`src/rtl/wrr_pkg.sv`:
```
// Shared constants for the weighted round-robin arbiter.
//   MODE_RR / MODE_WRR : encodings of the MODE input
//   WRR_DEFAULT_WEIGHT : weight loaded into every table entry at reset
package wrr_pkg;
  localparam logic MODE_RR            = 1'b0;
  localparam logic MODE_WRR           = 1'b1;
  localparam int   WRR_DEFAULT_WEIGHT = 1;
endpackage

```
`src/rtl/rr_next_finder.sv`:
```
// Combinational round-robin search.
//   eligible : per-channel eligibility mask
//   ptr      : channel that was granted last
//   found    : at least one channel is eligible
//   idx      : first eligible channel after ptr, wrapping; ptr itself is checked last
module rr_next_finder #(
  parameter int NUM_CH = 4,
  parameter int IDX_W  = $clog2(NUM_CH)
) (
  input  logic [NUM_CH-1:0] eligible,
  input  logic [IDX_W-1:0]  ptr,
  output logic              found,
  output logic [IDX_W-1:0]  idx
);

  always_comb begin
    int cand;
    cand  = 0;
    found = 1'b0;
    idx   = ptr;
    // Offsets 1..NUM_CH; offset NUM_CH lands back on ptr. Explicit wrap
    // keeps this correct for non-power-of-2 channel counts.
    for (int i = 1; i <= NUM_CH; i++) begin
      cand = int'(ptr) + i;
      if (cand >= NUM_CH) cand = cand - NUM_CH;
      if (!found && eligible[IDX_W'(cand)]) begin
        found = 1'b1;
        idx   = IDX_W'(cand);
      end
    end
  end

endmodule

```
`src/rtl/weighted_rr_arbiter.sv`:
```
// Weighted round-robin arbiter for the QoS transmit path.
//   CLK, RESET_L : clock, synchronous active-low reset
//   ENB          : arbitration enable (0 freezes ptr/credit, no grant)
//   MODE         : MODE_RR plain round-robin, MODE_WRR weighted
//   REQ          : per-channel level request
//   TAB_WR, TAB  : weight table load; entry c = TAB[c*WEIGHT_W +: WEIGHT_W]
//   GNT, GNT_IDX, GNT_VLD : registered one-hot grant, its index, valid
//   CREDIT       : grants left in the current channel's turn
// Handshake: GNT/GNT_IDX are meaningful only while GNT_VLD=1; there is no
// back-pressure, a grant is consumed in the cycle it is presented.
module weighted_rr_arbiter
  import wrr_pkg::*;
#(
  parameter int NUM_CH   = 4,
  parameter int WEIGHT_W = 8,
  parameter int IDX_W    = $clog2(NUM_CH)
) (
  input  logic                       CLK,
  input  logic                       RESET_L,
  input  logic                       ENB,
  input  logic                       MODE,
  input  logic [NUM_CH-1:0]          REQ,
  input  logic                       TAB_WR,
  input  logic [NUM_CH*WEIGHT_W-1:0] TAB,
  output logic [NUM_CH-1:0]          GNT,
  output logic [IDX_W-1:0]           GNT_IDX,
  output logic                       GNT_VLD,
  output logic [WEIGHT_W-1:0]        CREDIT
);

  logic [WEIGHT_W-1:0] weight_q [NUM_CH];
  logic [WEIGHT_W-1:0] weight_d [NUM_CH];
  logic [IDX_W-1:0]    ptr_q, ptr_d;
  logic [WEIGHT_W-1:0] credit_q, credit_d;
  logic [NUM_CH-1:0]   gnt_q, gnt_d;
  logic [IDX_W-1:0]    gnt_idx_q, gnt_idx_d;
  logic                gnt_vld_q, gnt_vld_d;

  logic [NUM_CH-1:0]   eligible;
  logic                nxt_found;
  logic [IDX_W-1:0]    nxt_idx;

  // Zero-weight channels drop out only in weighted mode.
  always_comb begin
    eligible = REQ;
    if (MODE == MODE_WRR) begin
      for (int c = 0; c < NUM_CH; c++) begin
        if (weight_q[c] == '0) eligible[c] = 1'b0;
      end
    end
  end

  rr_next_finder #(.NUM_CH(NUM_CH), .IDX_W(IDX_W)) u_finder (
    .eligible (eligible),
    .ptr      (ptr_q),
    .found    (nxt_found),
    .idx      (nxt_idx)
  );

  always_comb begin
    for (int c = 0; c < NUM_CH; c++) begin
      weight_d[c] = TAB_WR ? TAB[c*WEIGHT_W +: WEIGHT_W] : weight_q[c];
    end
    ptr_d     = ptr_q;
    credit_d  = credit_q;
    gnt_d     = '0;
    gnt_idx_d = gnt_idx_q;
    gnt_vld_d = 1'b0;
    if (ENB) begin
      if (credit_q != '0 && eligible[ptr_q]) begin
        // Continue the current turn.
        gnt_d     = NUM_CH'(1) << ptr_q;
        gnt_idx_d = ptr_q;
        gnt_vld_d = 1'b1;
        credit_d  = credit_q - WEIGHT_W'(1);
      end else if (nxt_found) begin
        // New turn: credit excludes the grant issued now. The weight is
        // nonzero here in weighted mode, so the subtraction cannot wrap.
        gnt_d     = NUM_CH'(1) << nxt_idx;
        gnt_idx_d = nxt_idx;
        gnt_vld_d = 1'b1;
        ptr_d     = nxt_idx;
        credit_d  = (MODE == MODE_WRR) ? weight_q[nxt_idx] - WEIGHT_W'(1) : '0;
      end else begin
        credit_d  = '0;
      end
    end
  end

  always_ff @(posedge CLK) begin
    if (!RESET_L) begin
      for (int c = 0; c < NUM_CH; c++) weight_q[c] <= WEIGHT_W'(WRR_DEFAULT_WEIGHT);
      ptr_q     <= IDX_W'(NUM_CH - 1);
      credit_q  <= '0;
      gnt_q     <= '0;
      gnt_idx_q <= '0;
      gnt_vld_q <= 1'b0;
    end else begin
      for (int c = 0; c < NUM_CH; c++) weight_q[c] <= weight_d[c];
      ptr_q     <= ptr_d;
      credit_q  <= credit_d;
      gnt_q     <= gnt_d;
      gnt_idx_q <= gnt_idx_d;
      gnt_vld_q <= gnt_vld_d;
    end
  end

  assign GNT     = gnt_q;
  assign GNT_IDX = gnt_idx_q;
  assign GNT_VLD = gnt_vld_q;
  assign CREDIT  = credit_q;

endmodule
```
`config.mk`:
```
export PLATFORM = sky130hd
export DESIGN_NAME = weighted_rr_arbiter
export DESIGN_NICKNAME = d
export VERILOG_FILES = /design/src/rtl/wrr_pkg.sv /design/src/rtl/rr_next_finder.sv /design/src/rtl/weighted_rr_arbiter.sv
export SDC_FILE = /design/constraint.sdc
export NUM_CORES = 1
export LEC_CHECK = 0
export ABC_CLOCK_PERIOD_IN_PS = 8900
export CAP_MARGIN = 20
export CORE_MARGIN = 2
export CORE_UTILIZATION = 54
export DETAILED_ROUTE_END_ITERATION = 7
export PLACE_DENSITY = 0.84
export RECOVER_POWER = 50
export REMOVE_ABC_BUFFERS = 1
export SYNTH_ARGS = -nofsm -noshare
export SYNTH_HDL_FRONTEND = slang
export SYNTH_HIERARCHICAL = 1
export SYNTH_SLANG_ARGS = --single-unit
```
`constraint.sdc`:
```
create_clock -name CLK -period 8.9 [get_ports CLK]
set_input_delay 0.89 -clock CLK [delete_from_list [all_inputs] [get_ports CLK]]
set_output_delay 0.89 -clock CLK [all_outputs]
set_load 0.02 [all_outputs]
```
; Word-level counts from Yosys, hierarchy flattened
; Memory sizes are Yosys's and may differ from the RTL's.
; Cells that the tools add are included.
[totals]
elab_cells = 98
in_bits = 41
output_inout_bits = 15
reg_bits = 17
mem_count = 1
ram_bits = 32
[op_classes]
addsub = 10
n_shift = 2
n_bitwise = 5
mux = 50
magnitude_cmp = 9
n_reduce_logical = 16
[memory_table]
columns = memory, words, word_bits, rd, rd_ports_with_merged_regs, write_ports, line_no
row1 = weight_q, 4, 8, 5, 0, 4, weighted_rr_arbiter.sv:31  ; logic [WEIGHT_W-1:0] weight_q [NUM_CH];
[op_table]
columns = operator, n
row1 = 2-to-1 mux 8 bit, 11
row2 = logical NOT 8 bit, 4
row3 = 2-to-1 mux 1 bit, 21
row4 = 2-to-1 mux 2 bit, 10
row5 = "< comparator 2 x 4 -> 1 bit, second input constant", 4
row6 = "subtractor 8 x 1 -> 8 bit, second input constant", 2
row7 = 2-to-1 mux 4 bit, 3
row8 = binary-select mux 1 bit (select 2 bit), 5
row9 = ">= comparator 3 bit, second input constant", 3
row10 = nonzero test 8 bit, 1
row11 = "left shift 1 x 2 -> 4 bit, first input constant", 2
row12 = "subtractor 2 x 1 -> 2 bit, second input constant", 4
row13 = "adder 2 x 2 -> 3 bit, second input constant", 2
row14 = "adder 2 x 3 -> 4 bit, second input constant", 1
row15 = ">= comparator 4 x 3 -> 1 bit, second input constant", 1
row16 = logical AND 1 bit, 4
row17 = bitwise OR 1 bit, 4
row18 = AND reduction 2 bit, 2
row19 = "adder 2 x 1 -> 3 bit, second input constant", 1
row20 = logical NOT 1 bit, 3
row21 = "< comparator 2 x 3 -> 1 bit, second input constant", 1
row22 = AND reduction 3 bit, 1
row23 = nonzero test 2 bit, 1
row24 = inverter 1 bit, 1

; Logic depth before layout (Yosys ltp)
; Gate-level depths: netlist of run 1.
; An unclocked memory read counts as a cell.
[logic_depth]
depth_word = 22
depth_mapped = 15
depth_no_buf = 13

; Hierarchy
; The synthesis of run 1 kept the hierarchy.
[by_module_without_submodules]
columns = module, seq_area_each_um2, area_each_um2, cells_per_inst, instances
row1 = weighted_rr_arbiter, 980.9, 2484.9, 263, 1
row2 = rr_next_finder, 0.0, 82.6, 14, 1

; Worst setup path after synthesis of run 1
; OpenSTA, ideal clock, no wires.
[synth_timing]
path_type = in2reg
from = in MODE
to = reg credit_q[6], in the netlist CREDIT[6]
slack_ps = 5063
t_arrival_ps = 3718
t_required_ps = 8781
setup_ps = 119
stages = 15
path_buffers = 2
cell_sequence = nor4b_2 > a31oi_1 > inv_1 > o22ai_1 > a221o_1 > buf_2 > buf_1 > mux4_2 > inv_1 > ha_1 > nor3b_2 > or3b_1 > xor2_1 > nor3_1 > o221a_1
[synth_between]
elab_chain_len = 19
word_cells_on_any_way = 35
cone_classes = add/sub (1) / mux (26) / reduce/logical (7) / memory (1)
[synth_lines]
columns = item, line_no
row1 = from (decl), weighted_rr_arbiter.sv:21  ; input logic MODE,
row2 = 2-to-1 mux 4 bit *, weighted_rr_arbiter.sv:46  ; if (MODE == MODE_WRR) begin
row3 = named net eligible[3], weighted_rr_arbiter.sv:39  ; logic [NUM_CH-1:0] eligible;
row4 = binary-select mux 1 bit (select 2 bit), rr_next_finder.sv:26  ; if (!found && eligible[IDX_W'(cand)]) begin
row5 = 2-to-1 mux 1 bit (not written as such) (2 in series), rr_next_finder.sv:26
row6 = 2-to-1 mux 1 bit, rr_next_finder.sv:26
row7 = logical NOT 1 bit, rr_next_finder.sv:26
row8 = logical AND 1 bit, rr_next_finder.sv:26
row9 = 2-to-1 mux 1 bit, rr_next_finder.sv:26
row10 = [4 not listed], -
row11 = logical AND 1 bit, rr_next_finder.sv:26
row12 = 2-to-1 mux 2 bit *, rr_next_finder.sv:26
row13 = named net nxt_idx[0], weighted_rr_arbiter.sv:41  ; logic [IDX_W-1:0] nxt_idx;
row14 = memory read (4 x 8 bit) *, -
row15 = subtractor 8 x 1 -> 8 bit *, weighted_rr_arbiter.sv:83  ; credit_d = (MODE == MODE_WRR) ? weight_q[nxt_idx] - WEIGHT_W'(1) : '0;
row16 = 2-to-1 mux 8 bit *, weighted_rr_arbiter.sv:83
row17 = 2-to-1 mux 8 bit *, weighted_rr_arbiter.sv:76  ; end else if (nxt_found) begin
row18 = 2-to-1 mux 8 bit *, weighted_rr_arbiter.sv:70  ; if (credit_q != '0 && eligible[ptr_q]) begin
row19 = to (signal assigned), weighted_rr_arbiter.sv:101  ; credit_q <= credit_d;
row20 = to (decl), weighted_rr_arbiter.sv:34  ; logic [WEIGHT_W-1:0] credit_q, credit_d;
; Mark *: on every way through the listed nets, which the timed path passes. The rest lies on a longest branch. The select of a mux whose other input is x is not followed.
; A chain may end at the register's enable or synchronous reset.

; Worst setup path in the final report of run 1
; Ends and elaborated chain as after synthesis.

==> results.json, run 1 <==
{
  "drv_cap": 1,
  "grtUsageMet3_pct": 4.006,
  "synth_area_sq_um": 2567,
  "port_buffers": 55,
  "wl_per_cell_um": 15.16,
  "die_w_um": 72.96,
  "slew_viol_final": 33,
  "synth-compound-area-share_pct": 9.893,
  "dp_hpwl_um": 4323,
  "grt_start_max_net_pins": 33,
  "dieArea_sq_um": 5322,
  "coreArea_sq_um": 4661,
  "drc_errors": 0,
  "grt_pass1_wl_um": 9432,
  "ff2ff_setup_slack_ns": 5.22,
  "grt_pass1_vias": 2019,
  "cp.arrival_ns": 4.69,
  "synth_most_common_cell": "dfxtp_1",
  "synthAdderAreaFrac_pct": 1.462,
  "cts_tree": "done",
  "ys_ff_latch": 49,
  "ant_nets": 0,
  "antenna_cells": 0,
  "cts-resized-gates": 0,
  "drive_gt1_share_pct": 7.692,
  "rows": 25,
  "synthCells": 277,
  "hold_buffers": 0,
  "worstPathMaxFanout": 8,
  "cp.required_ns": 9.16,
  "path_class": "in -> reg",
  "synthTopCellsByCount": "dfxtp_1 (49), nor2_1 (37), mux2i_1 (35)",
  "dp.cells": 370,
  "ys_types": 41,
  "cp-start-kind": "primary input",
  "finClkSkew_ns": 0.006405,
  "h-tree-depth": 2,
  "synth_seq_area_share_pct": 38.21,
  "tightest_slew_ns": 2.207,
  "antenna_found_initial": 0,
  "synth_top_area_share_pct": 38.21,
  "start_util_pct": 55.09,
  "dr.pass1.iters": 4,
  "die_y_um": 72.96,
  "yosys.area_share.simple_pct": 20.86,
  "fillers": 367,
  "clkLatencyLatePin_ns": 0.31,
  "met1_usage_pct": 29.21,
  "drt_iter0_markers": 170,
  "setup_tns_ns": 0,
  "synth_ff_type": "dfxtp_1",
  "wirelength_um": 5747,
  "hold_violations": 0,
  "clk_pin_slew_ns": 0.09,
  "area_growth_pct": 25.73,
  "outcome": "finished with violations",
  "viasPerCell": 5.778,
  "grtUsageMet2_pct": 38.28,
  "period_minus_slack_ns": 4.430,
  "setup_viol": 0,
  "final_cells": 379,
  "grt.overflow.total": 0,
  "postCtsSetupRepairBufs": 0,
  "globalplace.congestion": 0.9057,
  "synth_area_leader_cell": "dfxtp_1",
  "fin_crit_sh_pct": 49.78,
  "power.total_mw": 0.6273,
  "synthMuxAreaShare_pct": 21.54,
  "ctsRootBufferMaster": "clkbuf_8",
  "io_pins": 56,
  "worstSetupEndpointType": "flop",
  "grt_busiest_layer": "met2",
  "violations": "capacitance limit, slew limit",
  "cts_sinks": 49,
  "vias": 2190,
  "hp-class": "reg -> reg",
  "slew-limit-headroom_pct": -47.16,
  "irDropWorstVdd_v": 0.0001118,
  "track_usage_pct": 22.62,
  "numCtsBuffers": 5,
  "yosysWarnings": 6,
  "synthXorXnorAreaFrac_pct": 3.070,
  "synth_top_family_by_area": "multiplexers",
  "netlist_top_cells_area": "dfxtp_1 (38%), mux2i_1 (14%), mux4_2 (7.9%)",
  "p_leak_nw": 1.368,
  "p_per_area_nw_per_um2": 194.3,
  "synth_edf_count": 0,
  "async_flop_share_pct": 0,
  "syn_avg_cell_area_sq_um": 9.269,
  "finalNetCount": 368,
  "clockBufferDepth": 2,
  "timing.fmax_ghz": 0.2257,
  "rsz0062_at_grt": "false"
}
-- final timing paths --
| path | from | end | cells past startpoint |
|---|---|---|---|
| hold / removal | GNT_IDX[1] | GNT_IDX[1] | 2 |
| hold reg to reg | GNT_IDX[1] | GNT_IDX[1] | 2 |
| setup reg to reg | weight_q[0][4] | CREDIT[6] | 14 |
| setup / recovery | MODE | CREDIT[6] | 14 |
-- metrics by stage --
| stage | utilization, % | hold slack [ns] | area, sq um | worst slack [ns] |
|---|---|---|---|---|
| finish | 69.26 | 0.4593 | 3228 | 4.470 |
| global route | 69.26 | 0.5061 | 3228 | 4.170 |
| CTS | 69.13 | 0.4657 | 3222 | 4.239 |
| detailed placement | 66.71 | 0.4525 | 3109 | 3.903 |
| global placement | 66.71 | 0.4483 | 3109 | 4.079 |
| floorplan | - | 0.4587 | 2496 | 4.883 |
-- sequential cells by signal, summed over array words and instances (netlist names) --
register / count
CREDIT: 8
GNT: 4
GNT_IDX: 2
GNT_VLD: 1
ptr_q: 2
weight_q: 32
-- placed cells by master, fill, tap and decap left out, types with 4 or more instances in the layout --
cell type | synthesis | final
dfxtp_1 | 49 | 49
clkdlybuf4s50_1 | 0 | 39
nor2_1 | 37 | 37
mux2i_1 | 35 | 35
inv_1 | 15 | 15
nand2_1 | 15 | 15
dlygate4sd3_1 | 0 | 15
nor3_1 | 12 | 12
a31oi_1 | 10 | 10
a21oi_1 | 10 | 10
mux4_2 | 9 | 9
nand3_1 | 8 | 8
o21ai_0 | 8 | 8
xor2_1 | 6 | 6
nand2b_1 | 6 | 6
clkbuf_8 | 0 | 5
nor4b_2 | 4 | 4
or3_1 | 4 | 4
-- cell families after synthesis --
| group | after synthesis |
|---|---|
| AOI/OAI and AO/OA | 40 |
| xor gates and xnor gates | 9 |
| adders and majority gates | 3 |
| buffers and inverters | 31 |
| DFF | 49 |
| muxes | 44 |
| and+or+nand+nor | 101 |
-- layout make-up --
type / count / area, sq um / area share, %
clock inverters: 3 / 43.79 / 1.357
flip-flops and latches: 49 / 980.9 / 30.39
repair buffers: 56 / 551.8 / 17.09
well taps: 54 / 67.56 / 2.093
inverters: 15 / 56.30 / 1.744
clock buffers: 5 / 68.82 / 2.132
multi-input cells: 197 / 1459 / 45.19
-- routing by layer --
| layer | vias up | share of wire (%) |
|---|---|---|
| met5 | - | 0 |
| met4 | 0 | 1.3 |
| met3 | 6 | 4.9 |
| met2 | 78 | 49 |
| met1 | 1029 | 44 |
| li1 | 1077 | - |
-- report_power, final --
part | internal, mW | leakage, nW | total, mW | switching (mW)
Combinational | 0.100 | 0.905 | 0.205 | 0.105
Sequential | 0.239 | 0.404 | 0.260 | 0.0213
Clock | 0.0843 | 0.0585 | 0.162 | 0.0779
Total | 0.423 | 1.37 | 0.627 | 0.204
-- critical path, cell delays in order --
cell and delay [ns]:
clkdlybuf4s50_1 0.49, nor4b_2 0.20, a31oi_1 0.43, a31oi_1 0.16, a21oi_1 0.42, buf_4 0.26
mux4_2 0.53, inv_1 0.08, ha_1 0.17, nor3b_2 0.20, or3b_1 0.38, xor2_1 0.15
nor3_1 0.13, o221a_1 0.19
Power figures use the tool's default switching activity.
==> run 2, diff against run 1 <==
ABC_CLOCK_PERIOD_IN_PS = 3650   (was 8900)
CORE_UTILIZATION = 46   (was 54)
PLACE_DENSITY = 0.77   (was 0.84)
clock period = 3.65 ns   (was 8.9 ns; I/O delays follow)
==> results.json, run 2 (synthesis results as in run 1) <==
{
  "clockBufferDepth": 2,
  "clk_pin_slew_ns": 0.09,
  "ant_nets": 0,
  "path_class": "in -> reg",
  "fillers": 474,
  "coreArea_sq_um": 5439,
  "largest_reg_flops": 32,
  "postCtsSetupRepairBufs": 0,
  "dr.pass1.iters": 4,
  "final_common_cell": "dfxtp_1",
  "grt_start_max_net_pins": 33,
  "r2r_start": "weight_q[1][7]",
  "cp-start-kind": "primary input",
  "dieArea_sq_um": 6195,
  "track_usage_pct": 19.85,
  "grt_pass1_vias": 2126,
  "area_growth_pct": 29.92,
  "die_w_um": 78.71,
  "dp_hpwl_um": 4579,
  "wl_per_cell_um": 14.94,
  "globalplace.congestion": 0.9448,
  "layout_common_cells": "dfxtp_1 (49), clkdlybuf4s50_1 (39), nor2_1 (37), mux2i_1 (35)",
  "cp.arrival_ns": 3.66,
  "cp.required_ns": 3.90,
  "hp-class": "reg -> reg",
  "post_dp_cell_area_sq_um": 3199,
  "cts-resized-gates": 0,
  "clkLatencyLatePin_ns": 0.31,
  "fin_crit_sh_pct": 93.45,
  "port_buffers": 55,
  "hold_violations": 0,
  "rsz0062_at_grt": "false",
  "grt.overflow.total": 0,
  "antenna_found_initial": 0,
  "grt_pass1_wl_um": 9825,
  "timing.fmax_ghz": 0.2932,
  "min_from": "GNT_IDX[0]",
  "drt_iter0_markers": 168,
  "power.total_mw": 1.550,
  "die_y_um": 78.71,
  "hold_buffers": 0,
  "setup_viol": 0,
  "slew-limit-headroom_pct": -45.04,
  "outcome": "finished with violations",
  "antenna_cells": 0,
  "cts_sinks": 49,
  "ff2ff_setup_slack_ns": 0.42,
  "multiInputGateArea_sq_um": 1485,
  "vias": 2254,
  "slew_viol_final": 33,
  "violations": "capacitance limit, slew limit",
  "design_area_sq_um": 3336,
  "postLayoutCoreUtil_pct": 61.33,
  "p_per_area_nw_per_um2": 464.6,
  "worstPathMaxFanout": 5,
  "viasPerCell": 5.565,
  "regMostFlops": "weight_q",
  "drive_gt1_share_pct": 10.81,
  "io_pins": 56,
  "wirelength_um": 6049,
  "h-tree-depth": 2,
  "finClkSkew_ns": 0.008753,
  "drv_cap": 1,
  "period_minus_slack_ns": 3.411,
  "start_util_pct": 47.20,
  "fin_hold_ws_ns": 0.4674,
  "drc_errors": 0,
  "hold_depth": 2,
  "worstSetupEndpointType": "flop",
  "timing.rr.end": "CREDIT[6]",
  "tightest_slew_ns": 2.176,
  "rr_worst_depth": 13,
  "cts_tree": "done",
  "min_to": "GNT_IDX[0]",
  "irDropWorstVdd_v": 0.0002612,
  "ctsRootBufferMaster": "clkbuf_8",
  "register_area_sq_um": 980.9,
  "p_leak_nw": 1.413,
  "rows": 27,
  "numCtsBuffers": 5,
  "finalNetCount": 376
}
==> run 2: metrics by stage <==
stage	TNS (ns)	setup WS [ns]	instances
5_1_grt	0	0.008332	405
3_5_place_dp	-0.3257	-0.1487	397
3_3_place_gp	0	0.01603	397
6_report	0	0.2390	405
2_1_floorplan	0	0.1582	261
4_1_cts	0	0.1725	405
==> run 2: area by class of cell <==
cell class,instances,area share [%]
Timing Repair Buffer,64,18.34
Sequential cell,49,29.41
Multi-Input combinational cell,197,44.52
Clock inverter,2,1.163
Clock buffer,6,2.176
Tap cell,72,2.701
Inverter,15,1.688
==> run 2: worst max-delay path: stages <==
cell	delay, ns
clkdlybuf4s50_1	0.54
nor4b_2	0.25
a31oi_1	0.20
a21oi_1	0.17
a31oi_1	0.08
a21oi_2	0.25
mux4_2	0.54
inv_1	0.08
ha_1	0.16
nor3b_2	0.18
or3b_1	0.38
xor2_1	0.15
nor3_1	0.13
o221a_1	0.19
==> run 2: worst max-delay path by stage <==
| stage | from | endpoint | slack, ns | cells past startpoint |
|---|---|---|---|---|
| after floorplan | MODE | CREDIT[6] | 0.16 | 12 |
| after global placement | MODE | CREDIT[6] | 0.02 | 14 |
| after detailed placement | MODE | CREDIT[6] | -0.15 | 13 |
| after CTS | MODE | CREDIT[6] | 0.17 | 13 |
| after global routing | MODE | CREDIT[6] | 0.008 | 14 |
| final | MODE | CREDIT[6] | 0.24 | 14 |
==> run 2: routing by layer <==
layer	share of wire, %	up-vias	track usage (%)
met5	0	-	0
met4	2.0	0	7.193
met3	5.2	12	4.432
met2	48	76	34.27
met1	44	1070	24.24
li1	-	1096	-
==> run 2: power by group <==
part	leakage [nW]	switching (mW)	internal [mW]	total, mW
clock	0.0554	0.182	0.206	0.388
combinational	0.953	0.257	0.266	0.524
sequential	0.404	0.0555	0.582	0.638
